<file path="config.mk">
export PLATFORM = sky130hd
export DESIGN_NAME = pipe_hazard_ctrl_flat
export DESIGN_NICKNAME = d
export VERILOG_FILES = /design/src/rtl/pipe_hazard_ctrl_if.sv /design/src/rtl/pipe_hazard_ctrl.sv /design/src/flat_wrapper.sv
export SDC_FILE = /design/constraint.sdc
export NUM_CORES = 1
export LEC_CHECK = 0
export ABC_AREA = 1
export CAP_MARGIN = 5
export CELL_PAD_IN_SITES_DETAIL_PLACEMENT = 0
export CELL_PAD_IN_SITES_GLOBAL_PLACEMENT = 1
export CORE_ASPECT_RATIO = 0.5
export CORE_MARGIN = 1
export CORE_UTILIZATION = 38
export DETAILED_ROUTE_END_ITERATION = 6
export GPL_TIMING_DRIVEN = 1
export MAX_ROUTING_LAYER = met4
export PLACE_DENSITY = 0.92
export SETUP_SLACK_MARGIN = 0.4
export SYNTH_ARGS = -nofsm -noshare
export SYNTH_HDL_FRONTEND = slang
export SYNTH_SLANG_ARGS = --single-unit
</file>
<file path="constraint.sdc">
create_clock -name CLK -period 2.8 [get_ports CLK]
set_input_delay 0.56 -clock CLK [delete_from_list [all_inputs] [get_ports CLK]]
set_output_delay 0.56 -clock CLK [all_outputs]
set_load 0.005 [all_outputs]
</file>
<file path="src/rtl/pipe_hazard_ctrl_if.sv">
// Signal bundle between the pipeline datapath and the hazard controller.
// No handshake: every signal is sampled and produced every cycle, with no valid/ready.
interface pipe_hazard_ctrl_if;
  logic [2:0]  Rs_ID;
  logic [2:0]  Rt_ID;
  logic        RsUsed_ID;
  logic        RtUsed_ID;
  logic        CtrlRd_ID;
  logic        Redirect_ID;
  logic [2:0]  RW_Ex;
  logic        RegWr_Ex;
  logic        MemRd_Ex;
  logic [2:0]  RW_Mem;
  logic        RegWr_Mem;
  logic        MemRd_Mem;
  logic [2:0]  RW_WB;
  logic        RegWr_WB;
  logic        PCWr;
  logic        IFIDWr;
  logic        IFIDFlush;
  logic        IDEXBubble;
  logic [1:0]  FwdA;
  logic [1:0]  FwdB;
  logic [15:0] StallCnt;
  logic [15:0] FlushCnt;
  logic [1:0]  Status;

  modport master (
    output Rs_ID, Rt_ID, RsUsed_ID, RtUsed_ID, CtrlRd_ID, Redirect_ID,
    output RW_Ex, RegWr_Ex, MemRd_Ex, RW_Mem, RegWr_Mem, MemRd_Mem,
    output RW_WB, RegWr_WB,
    input  PCWr, IFIDWr, IFIDFlush, IDEXBubble, FwdA, FwdB,
    input  StallCnt, FlushCnt, Status
  );

  modport slave (
    input  Rs_ID, Rt_ID, RsUsed_ID, RtUsed_ID, CtrlRd_ID, Redirect_ID,
    input  RW_Ex, RegWr_Ex, MemRd_Ex, RW_Mem, RegWr_Mem, MemRd_Mem,
    input  RW_WB, RegWr_WB,
    output PCWr, IFIDWr, IFIDFlush, IDEXBubble, FwdA, FwdB,
    output StallCnt, FlushCnt, Status
  );
endinterface

</file>
<file path="src/rtl/pipe_hazard_ctrl.sv">
// Stall/flush/forwarding controller for a 5-stage pipeline with 8 registers.
// Hazard outputs are combinational; the EX source copy, counters and Status are registered.
module pipe_hazard_ctrl (
  input  logic               CLK,
  input  logic               RST_N,
  pipe_hazard_ctrl_if.slave  hz
);

  typedef enum logic [1:0] {
    ST_RUN   = 2'b00,
    ST_STALL = 2'b01,
    ST_FLUSH = 2'b10
  } status_e;

  logic [2:0]  rs_e_q, rs_e_d, rt_e_q, rt_e_d;
  logic        rs_used_e_q, rs_used_e_d, rt_used_e_q, rt_used_e_d;
  logic [15:0] stall_cnt_q, stall_cnt_d, flush_cnt_q, flush_cnt_d;
  status_e     status_q, status_d;

  logic match_ex, match_mem, stall, flush;

  function automatic logic src_match(input logic wr, input logic [2:0] rw,
                                     input logic used, input logic [2:0] src);
    return wr && used && (rw == src);
  endfunction

  function automatic logic [1:0] fwd_sel(input logic used, input logic [2:0] src,
                                         input logic wr_mem, input logic rd_mem,
                                         input logic [2:0] rw_mem, input logic wr_wb,
                                         input logic [2:0] rw_wb);
    if (used && wr_mem && !rd_mem && (rw_mem == src)) return 2'b01;
    else if (used && wr_wb && (rw_wb == src))        return 2'b10;
    else                                              return 2'b00;
  endfunction

  always_comb begin
    match_ex  = src_match(hz.RegWr_Ex, hz.RW_Ex, hz.RsUsed_ID, hz.Rs_ID) ||
                src_match(hz.RegWr_Ex, hz.RW_Ex, hz.RtUsed_ID, hz.Rt_ID);
    match_mem = src_match(hz.RegWr_Mem, hz.RW_Mem, hz.RsUsed_ID, hz.Rs_ID) ||
                src_match(hz.RegWr_Mem, hz.RW_Mem, hz.RtUsed_ID, hz.Rt_ID);
    // Gating with RST_N drops a pending stall the moment reset asserts.
    stall = RST_N && ((match_ex && hz.MemRd_Ex) ||
                      (hz.CtrlRd_ID && (match_ex || (match_mem && hz.MemRd_Mem))));
    flush = RST_N && !stall && hz.Redirect_ID;

    hz.PCWr       = !stall;
    hz.IFIDWr     = !stall;
    hz.IDEXBubble = stall;
    hz.IFIDFlush  = flush;
    hz.FwdA = fwd_sel(rs_used_e_q, rs_e_q, hz.RegWr_Mem, hz.MemRd_Mem, hz.RW_Mem,
                      hz.RegWr_WB, hz.RW_WB);
    hz.FwdB = fwd_sel(rt_used_e_q, rt_e_q, hz.RegWr_Mem, hz.MemRd_Mem, hz.RW_Mem,
                      hz.RegWr_WB, hz.RW_WB);
    hz.StallCnt = stall_cnt_q;
    hz.FlushCnt = flush_cnt_q;
    hz.Status   = status_q;
  end

  always_comb begin
    rs_e_d      = 3'd0;
    rt_e_d      = 3'd0;
    rs_used_e_d = 1'b0;
    rt_used_e_d = 1'b0;
    if (!stall) begin
      rs_e_d      = hz.Rs_ID;
      rt_e_d      = hz.Rt_ID;
      rs_used_e_d = hz.RsUsed_ID;
      rt_used_e_d = hz.RtUsed_ID;
    end
    stall_cnt_d = (stall && stall_cnt_q != 16'hFFFF) ? stall_cnt_q + 16'd1 : stall_cnt_q;
    flush_cnt_d = (flush && flush_cnt_q != 16'hFFFF) ? flush_cnt_q + 16'd1 : flush_cnt_q;
    status_d    = stall ? ST_STALL : (flush ? ST_FLUSH : ST_RUN);
  end

  always_ff @(posedge CLK or negedge RST_N) begin
    if (!RST_N) begin
      rs_e_q      <= 3'd0;
      rt_e_q      <= 3'd0;
      rs_used_e_q <= 1'b0;
      rt_used_e_q <= 1'b0;
      stall_cnt_q <= 16'd0;
      flush_cnt_q <= 16'd0;
      status_q    <= ST_RUN;
    end else begin
      rs_e_q      <= rs_e_d;
      rt_e_q      <= rt_e_d;
      rs_used_e_q <= rs_used_e_d;
      rt_used_e_q <= rt_used_e_d;
      stall_cnt_q <= stall_cnt_d;
      flush_cnt_q <= flush_cnt_d;
      status_q    <= status_d;
    end
  end

endmodule

</file>
<file path="src/flat_wrapper.sv">
// flat-port wrapper written by rule: the top's interface ports become plain ports
module pipe_hazard_ctrl_flat 
  (CLK, RST_N, hz_Rs_ID, hz_Rt_ID, hz_RsUsed_ID, hz_RtUsed_ID, hz_CtrlRd_ID, hz_Redirect_ID, hz_RW_Ex, hz_RegWr_Ex, hz_MemRd_Ex, hz_RW_Mem, hz_RegWr_Mem, hz_MemRd_Mem, hz_RW_WB, hz_RegWr_WB, hz_PCWr, hz_IFIDWr, hz_IFIDFlush, hz_IDEXBubble, hz_FwdA, hz_FwdB, hz_StallCnt, hz_FlushCnt, hz_Status);
  pipe_hazard_ctrl_if hz_i ();
  input  logic CLK;
  input  logic RST_N;
  input wire logic [$bits(hz_i.Rs_ID)-1:0] hz_Rs_ID;
  input wire logic [$bits(hz_i.Rt_ID)-1:0] hz_Rt_ID;
  input wire logic [$bits(hz_i.RsUsed_ID)-1:0] hz_RsUsed_ID;
  input wire logic [$bits(hz_i.RtUsed_ID)-1:0] hz_RtUsed_ID;
  input wire logic [$bits(hz_i.CtrlRd_ID)-1:0] hz_CtrlRd_ID;
  input wire logic [$bits(hz_i.Redirect_ID)-1:0] hz_Redirect_ID;
  input wire logic [$bits(hz_i.RW_Ex)-1:0] hz_RW_Ex;
  input wire logic [$bits(hz_i.RegWr_Ex)-1:0] hz_RegWr_Ex;
  input wire logic [$bits(hz_i.MemRd_Ex)-1:0] hz_MemRd_Ex;
  input wire logic [$bits(hz_i.RW_Mem)-1:0] hz_RW_Mem;
  input wire logic [$bits(hz_i.RegWr_Mem)-1:0] hz_RegWr_Mem;
  input wire logic [$bits(hz_i.MemRd_Mem)-1:0] hz_MemRd_Mem;
  input wire logic [$bits(hz_i.RW_WB)-1:0] hz_RW_WB;
  input wire logic [$bits(hz_i.RegWr_WB)-1:0] hz_RegWr_WB;
  output wire logic [$bits(hz_i.PCWr)-1:0] hz_PCWr;
  output wire logic [$bits(hz_i.IFIDWr)-1:0] hz_IFIDWr;
  output wire logic [$bits(hz_i.IFIDFlush)-1:0] hz_IFIDFlush;
  output wire logic [$bits(hz_i.IDEXBubble)-1:0] hz_IDEXBubble;
  output wire logic [$bits(hz_i.FwdA)-1:0] hz_FwdA;
  output wire logic [$bits(hz_i.FwdB)-1:0] hz_FwdB;
  output wire logic [$bits(hz_i.StallCnt)-1:0] hz_StallCnt;
  output wire logic [$bits(hz_i.FlushCnt)-1:0] hz_FlushCnt;
  output wire logic [$bits(hz_i.Status)-1:0] hz_Status;
  assign hz_i.Rs_ID = hz_Rs_ID;
  assign hz_i.Rt_ID = hz_Rt_ID;
  assign hz_i.RsUsed_ID = hz_RsUsed_ID;
  assign hz_i.RtUsed_ID = hz_RtUsed_ID;
  assign hz_i.CtrlRd_ID = hz_CtrlRd_ID;
  assign hz_i.Redirect_ID = hz_Redirect_ID;
  assign hz_i.RW_Ex = hz_RW_Ex;
  assign hz_i.RegWr_Ex = hz_RegWr_Ex;
  assign hz_i.MemRd_Ex = hz_MemRd_Ex;
  assign hz_i.RW_Mem = hz_RW_Mem;
  assign hz_i.RegWr_Mem = hz_RegWr_Mem;
  assign hz_i.MemRd_Mem = hz_MemRd_Mem;
  assign hz_i.RW_WB = hz_RW_WB;
  assign hz_i.RegWr_WB = hz_RegWr_WB;
  assign hz_PCWr = hz_i.PCWr;
  assign hz_IFIDWr = hz_i.IFIDWr;
  assign hz_IFIDFlush = hz_i.IFIDFlush;
  assign hz_IDEXBubble = hz_i.IDEXBubble;
  assign hz_FwdA = hz_i.FwdA;
  assign hz_FwdB = hz_i.FwdB;
  assign hz_StallCnt = hz_i.StallCnt;
  assign hz_FlushCnt = hz_i.FlushCnt;
  assign hz_Status = hz_i.Status;
  pipe_hazard_ctrl u_core (.CLK(CLK), .RST_N(RST_N), .hz(hz_i));
endmodule
</file>
[Word level (Yosys, flattened, before mapping)]
Index checks and enable logic that the tools add are counted.
Storage, ports and cells
  logic and storage cells: 61
  output and inout port bits: 42
  input bits: 26
  bits in registers: 42
Cells by class
  reductions and logical operators: 32
  equal/unequal tests: 10
  $add $sub $neg: 2
  mux-type cells: 10
Operators with widths (count)
  $add 16x1->16 const B: 2
  $ne 16x16->1 const B: 2
  $logic_and 1x1->1: 26
  $eq 3x3->1: 8
  $mux 2: 6
  $mux 3: 2
  $logic_or 1x1->1: 4
  $logic_not 1->1: 2
  $mux 1: 2

[Logic depth before layout (Yosys ltp)]
  depth after elaboration: 13
  mapped depth: 12
  gate-level depth less buffers: 11

[Worst setup path before layout]
OpenSTA, ideal clock, no wires.
  kind: in2out
  from: input port hz_Rt_ID[0]
  to: output port hz_PCWr
  stages on the path: 11
  data required time: 2240 ps
  path buffers: 2
  arrival: 1410 ps
  setup slack: 830 ps
  path through: inv_1 > nand2_1 > nand2_1 > nor2_1 > nand2_1 > nand2_1 > nand2_1 > nand2_4 > buf_6 > nand2_2 > buf_4
On the way
  cells in the longest elaborated chain, start to end: 9
  elaborated cells between the ends (all ways): 13
  classes of those cells: eq/ne (2); reduce/logical (11)
RTL lines
  from (decl): RTL line flat_wrapper.sv:8  | input wire logic [$bits(hz_i.Rt_ID)-1:0] hz_Rt_ID;
  $eq 3x3->1: RTL line pipe_hazard_ctrl.sv:24  | return wr && used && (rw == src);
  $logic_and 1x1->1: RTL line pipe_hazard_ctrl.sv:24
  $logic_or 1x1->1: RTL line pipe_hazard_ctrl.sv:39  | match_mem = src_match(hz.RegWr_Mem, hz.RW_Mem, hz.RsUsed_ID, hz.Rs_ID) ||
  $logic_and 1x1->1: RTL line pipe_hazard_ctrl.sv:43  | (hz.CtrlRd_ID && (match_ex || (match_mem && hz.MemRd_Mem))));
  $logic_or 1x1->1: RTL line pipe_hazard_ctrl.sv:43
  $logic_and 1x1->1: RTL line pipe_hazard_ctrl.sv:43
  $logic_or 1x1->1 (*): RTL line pipe_hazard_ctrl.sv:42  | stall = RST_N && ((match_ex && hz.MemRd_Ex) ||
  $logic_and 1x1->1 (*): RTL line pipe_hazard_ctrl.sv:42
  $logic_not 1->1 (*)
  to (decl): RTL line flat_wrapper.sv:21  | output wire logic [$bits(hz_i.PCWr)-1:0] hz_PCWr;
Every way passes the cells marked *; elsewhere a longest branch is shown, timed or not.

[Final worst setup path]
  from: input port hz_RW_WB[0]
  to: output port hz_FwdB[1]
On the way
  cells in the longest elaborated chain, start to end: 4
RTL lines
  from (decl): RTL line flat_wrapper.sv:19  | input wire logic [$bits(hz_i.RW_WB)-1:0] hz_RW_WB;
  $eq 3x3->1: RTL line pipe_hazard_ctrl.sv:32  | else if (used && wr_wb && (rw_wb == src)) return 2'b10;
  $logic_and 1x1->1: RTL line pipe_hazard_ctrl.sv:32
  $mux 2: RTL line pipe_hazard_ctrl.sv:32
  $mux 2: RTL line pipe_hazard_ctrl.sv:31  | if (used && wr_mem && !rd_mem && (rw_mem == src)) return 2'b01;
  to (decl): RTL line flat_wrapper.sv:26  | output wire logic [$bits(hz_i.FwdB)-1:0] hz_FwdB;
Every way passes these cells.

==> results_dict.tcl <==
set metrics [dict create \
    status "finished, final reports clean" \
    layout_commonest_cell "nand2_1" \
    gp_congestion 0.9054 \
    dpl.cell_count 552 \
    fp-row-count 21 \
    cts.path.max_buffers 2 \
    layout.nets 497 \
    total_leakage_power_nw 1.864 \
    cpMaxStageDelayCell "clkdlybuf4s50_1" \
    yosysUniqueCellTypes 29 \
    drv_cap 0 \
    synth_top_family_by_area "simple AND/OR/NAND/NOR gates" \
    viasPerCell 4.730 \
    path_max_fanout 2 \
    yosys.area_share.adder_pct 0.8965 \
    ys_warn_count 0 \
    total_power_mw 1.753 \
    synth-seq-cells 42 \
    wl_per_cell_um 12.05 \
    io_pins 68 \
    slowest_delay_ps 490 \
    area_growth_pct 35.54 \
    yosysSeqAreaShare_pct 37.65 \
    drc 0 \
    h-tree-depth 2 \
    stdcell_area_um2 3784 \
    tritoncts "done" \
    cp-end-kind "output pin" \
    required_ps 2240 \
    dr.pass1.iters 4 \
    timing.fmax_ghz 0.4348 \
    cts.sinks 42 \
    fp.dieArea_um2 7714 \
    drt_iter0_markers 153 \
    critical_path.cell_chain "clkdlybuf4s50_1 -> inv_1 -> a221o_1 -> nor3_1 -> clkbuf_2" \
    antenna_found_initial 0 \
    hold_viol 0 \
    ant_nets 0 \
    finalClockSkew_ps 6.927 \
    root_buffer "clkbuf_16" \
    fin_crit_sh_pct 82.14 \
    critical_path_class "input pin to output pin" \
    drv_slew 0 \
    ir_drop_v 0.0002147 \
    grt_max_degree 61 \
    via_count 2658 \
    clk_latency_ps 290 \
    syn_nets 417 \
    hpwl_um 4968 \
    numCtsBuffers 5 \
    tightest_slew_ps 696.1 \
    power_density_nw_per_um2 463.3 \
    setup_viol_count_final 0 \
    muxShareOfSynthArea_pct 0 \
    grt_pass1_wl_um 11640 \
    fp.dieW_um 123.2 \
    syn-cell-area_um2 2791 \
    drive_gt1_share_pct 12.13 \
    fin_cells 562 \
    synth_compound_area_share_pct 1.345 \
    placed_area_um2 3601 \
    synthXorXnorAreaFrac_pct 10.67 \
    wirelength_um 6770 \
    arrival_ps 1740 \
    synth_area_per_cell_um2 7.176 \
    max_slew_margin_pct 53.60 \
    start_util_pct 40.55 \
    cts_hold_buf 0 \
    startpoint_type "input pin" \
    hold_path_class "input pin to asynchronous set/reset pin" \
    grt_pass1_vias 2478 \
    finalCriticalPeriod_ps 2300 \
    core_area_um2 6884 \
    clkTransAtPathRegs_ps 60 \
    n_fill_cell 687 \
    die_h_um 62.61 \
    io_buffer_count 67 \
    grt_usage_pct 19.72 \
    mostFrequentLayoutCells "134 x nand2_1, 42 x dfrtp_1, 41 x nor2_1, 41 x clkdlybuf4s50_1, 34 x inv_1" \
    syn_inst 389 \
    rsz0062_at_grt "no" \
    yosys.area_share.simple_pct 41.06 \
    overflow 0 \
    antennaDiodeCount 0 \
]
-- power by group --
group,internal [mW],switching [mW],total [mW]
clock,0.404,0.233,0.636
sequential,0.663,0.0823,0.746
combinational,0.201,0.169,0.371
-- flip-flops by register name, summed over array words and instances, names as in the netlist --
signal	cells
u_core.hz.FlushCnt	16
u_core.hz.StallCnt	16
u_core.hz.Status	2
u_core.rs_e_q	3
u_core.rs_used_e_q	1
u_core.rt_e_q	3
u_core.rt_used_e_q	1
-- worst max-delay path: cells and delay by family --
kind / cells / cell delay (ps)
AO/OA/AOI/OAI: 1 / 310
AND/OR/NAND/NOR: 1 / 180
buffers and inverters: 3 / 690
-- repair_timing --
action | 4_1_cts | 5_1_grt
resized for setup | 46 | 6
setup buffers | 2 | 0
pin swaps | 2 | 0
setup endpoints to repair | 8 | 3
-- final cells by class --
cell class	count	area (um2)	area share [%]
Multi-Input combinational cell	295	1525	40.31
Sequential cell	42	1051	27.78
Timing Repair Buffer	83	768.2	20.30
Clock buffer	8	166.4	4.398
Inverter	42	157.7	4.167
Tap cell	92	115.1	3.042
-- routing by layer --
metal	wire length (um)	global-route usage, %
met1	3453	26.16
met2	2955	30.66
met3	287	4.106
met4	72	4.970
met5	0	-
-- cell families (layout without fill, tap and decap cells) --
logic type                 count (synthesis)  in the layout
DFF                                       42             42
xor gates and xnor gates                  34             34
and+or+nand+nor                          254            254
adders and majority gates                  2              2
buffers and inverters                     52            133
AOI/OAI and AO/OA                          5              5
-- metrics by stage --
stage / util, % / setup WS, ps / TNS (ps) / hold WS [ps]
floorplan: - / 829.6 / 0 / 264.4
global placement: 52.31 / -45.78 / -81.81 / 505.9
detailed placement: 52.31 / -62.96 / -120.0 / 512.7
CTS: 55.03 / 302.0 / 0 / 473.8
global route: 54.96 / 422.4 / 0 / 508.0
finish: 54.96 / 500.1 / 0 / 459.1
-- cells in the mapped netlist (all sizes together) --
| master | count | area [um2] |
|---|---|---|
| a221o | 1 | 10.01 |
| o21ai | 1 | 5.000 |
| nor2 | 45 | 193.9 |
| and3 | 1 | 6.260 |
| xor2 | 22 | 192.7 |
| ha | 2 | 25.02 |
| a211o | 1 | 8.760 |
| nand4 | 21 | 152.6 |
| dfrtp | 42 | 1051 |
| nor4 | 1 | 6.260 |
| nand2 | 139 | 536.8 |
| clkbuf | 3 | 11.26 |
| buf | 7 | 65.05 |
| xnor2 | 12 | 105.1 |
| nand3 | 35 | 190.2 |
| o21a | 1 | 7.510 |
| o22ai | 1 | 6.260 |
| inv | 42 | 157.6 |
| nor3 | 12 | 60.06 |
-- worst paths after layout --
path | slack, ps | endpoint | cells after the start | from
max | 500 | hz_FwdB[1] | 5 | hz_RW_WB[0]
min | 460 | u_core.hz.StallCnt[10] | 2 | RST_N
max reg2reg | 750 | u_core.hz.FlushCnt[15] | 7 | u_core.hz.FlushCnt[0]
min reg2reg | 530 | u_core.hz.StallCnt[12] | 2 | u_core.hz.StallCnt[12]
max in group asynchronous | 1880 | u_core.hz.FlushCnt[1] | 2 | RST_N
min in group CLK | 530 | u_core.hz.StallCnt[12] | 2 | u_core.hz.StallCnt[12]
(Power assumes the default switching activity.)
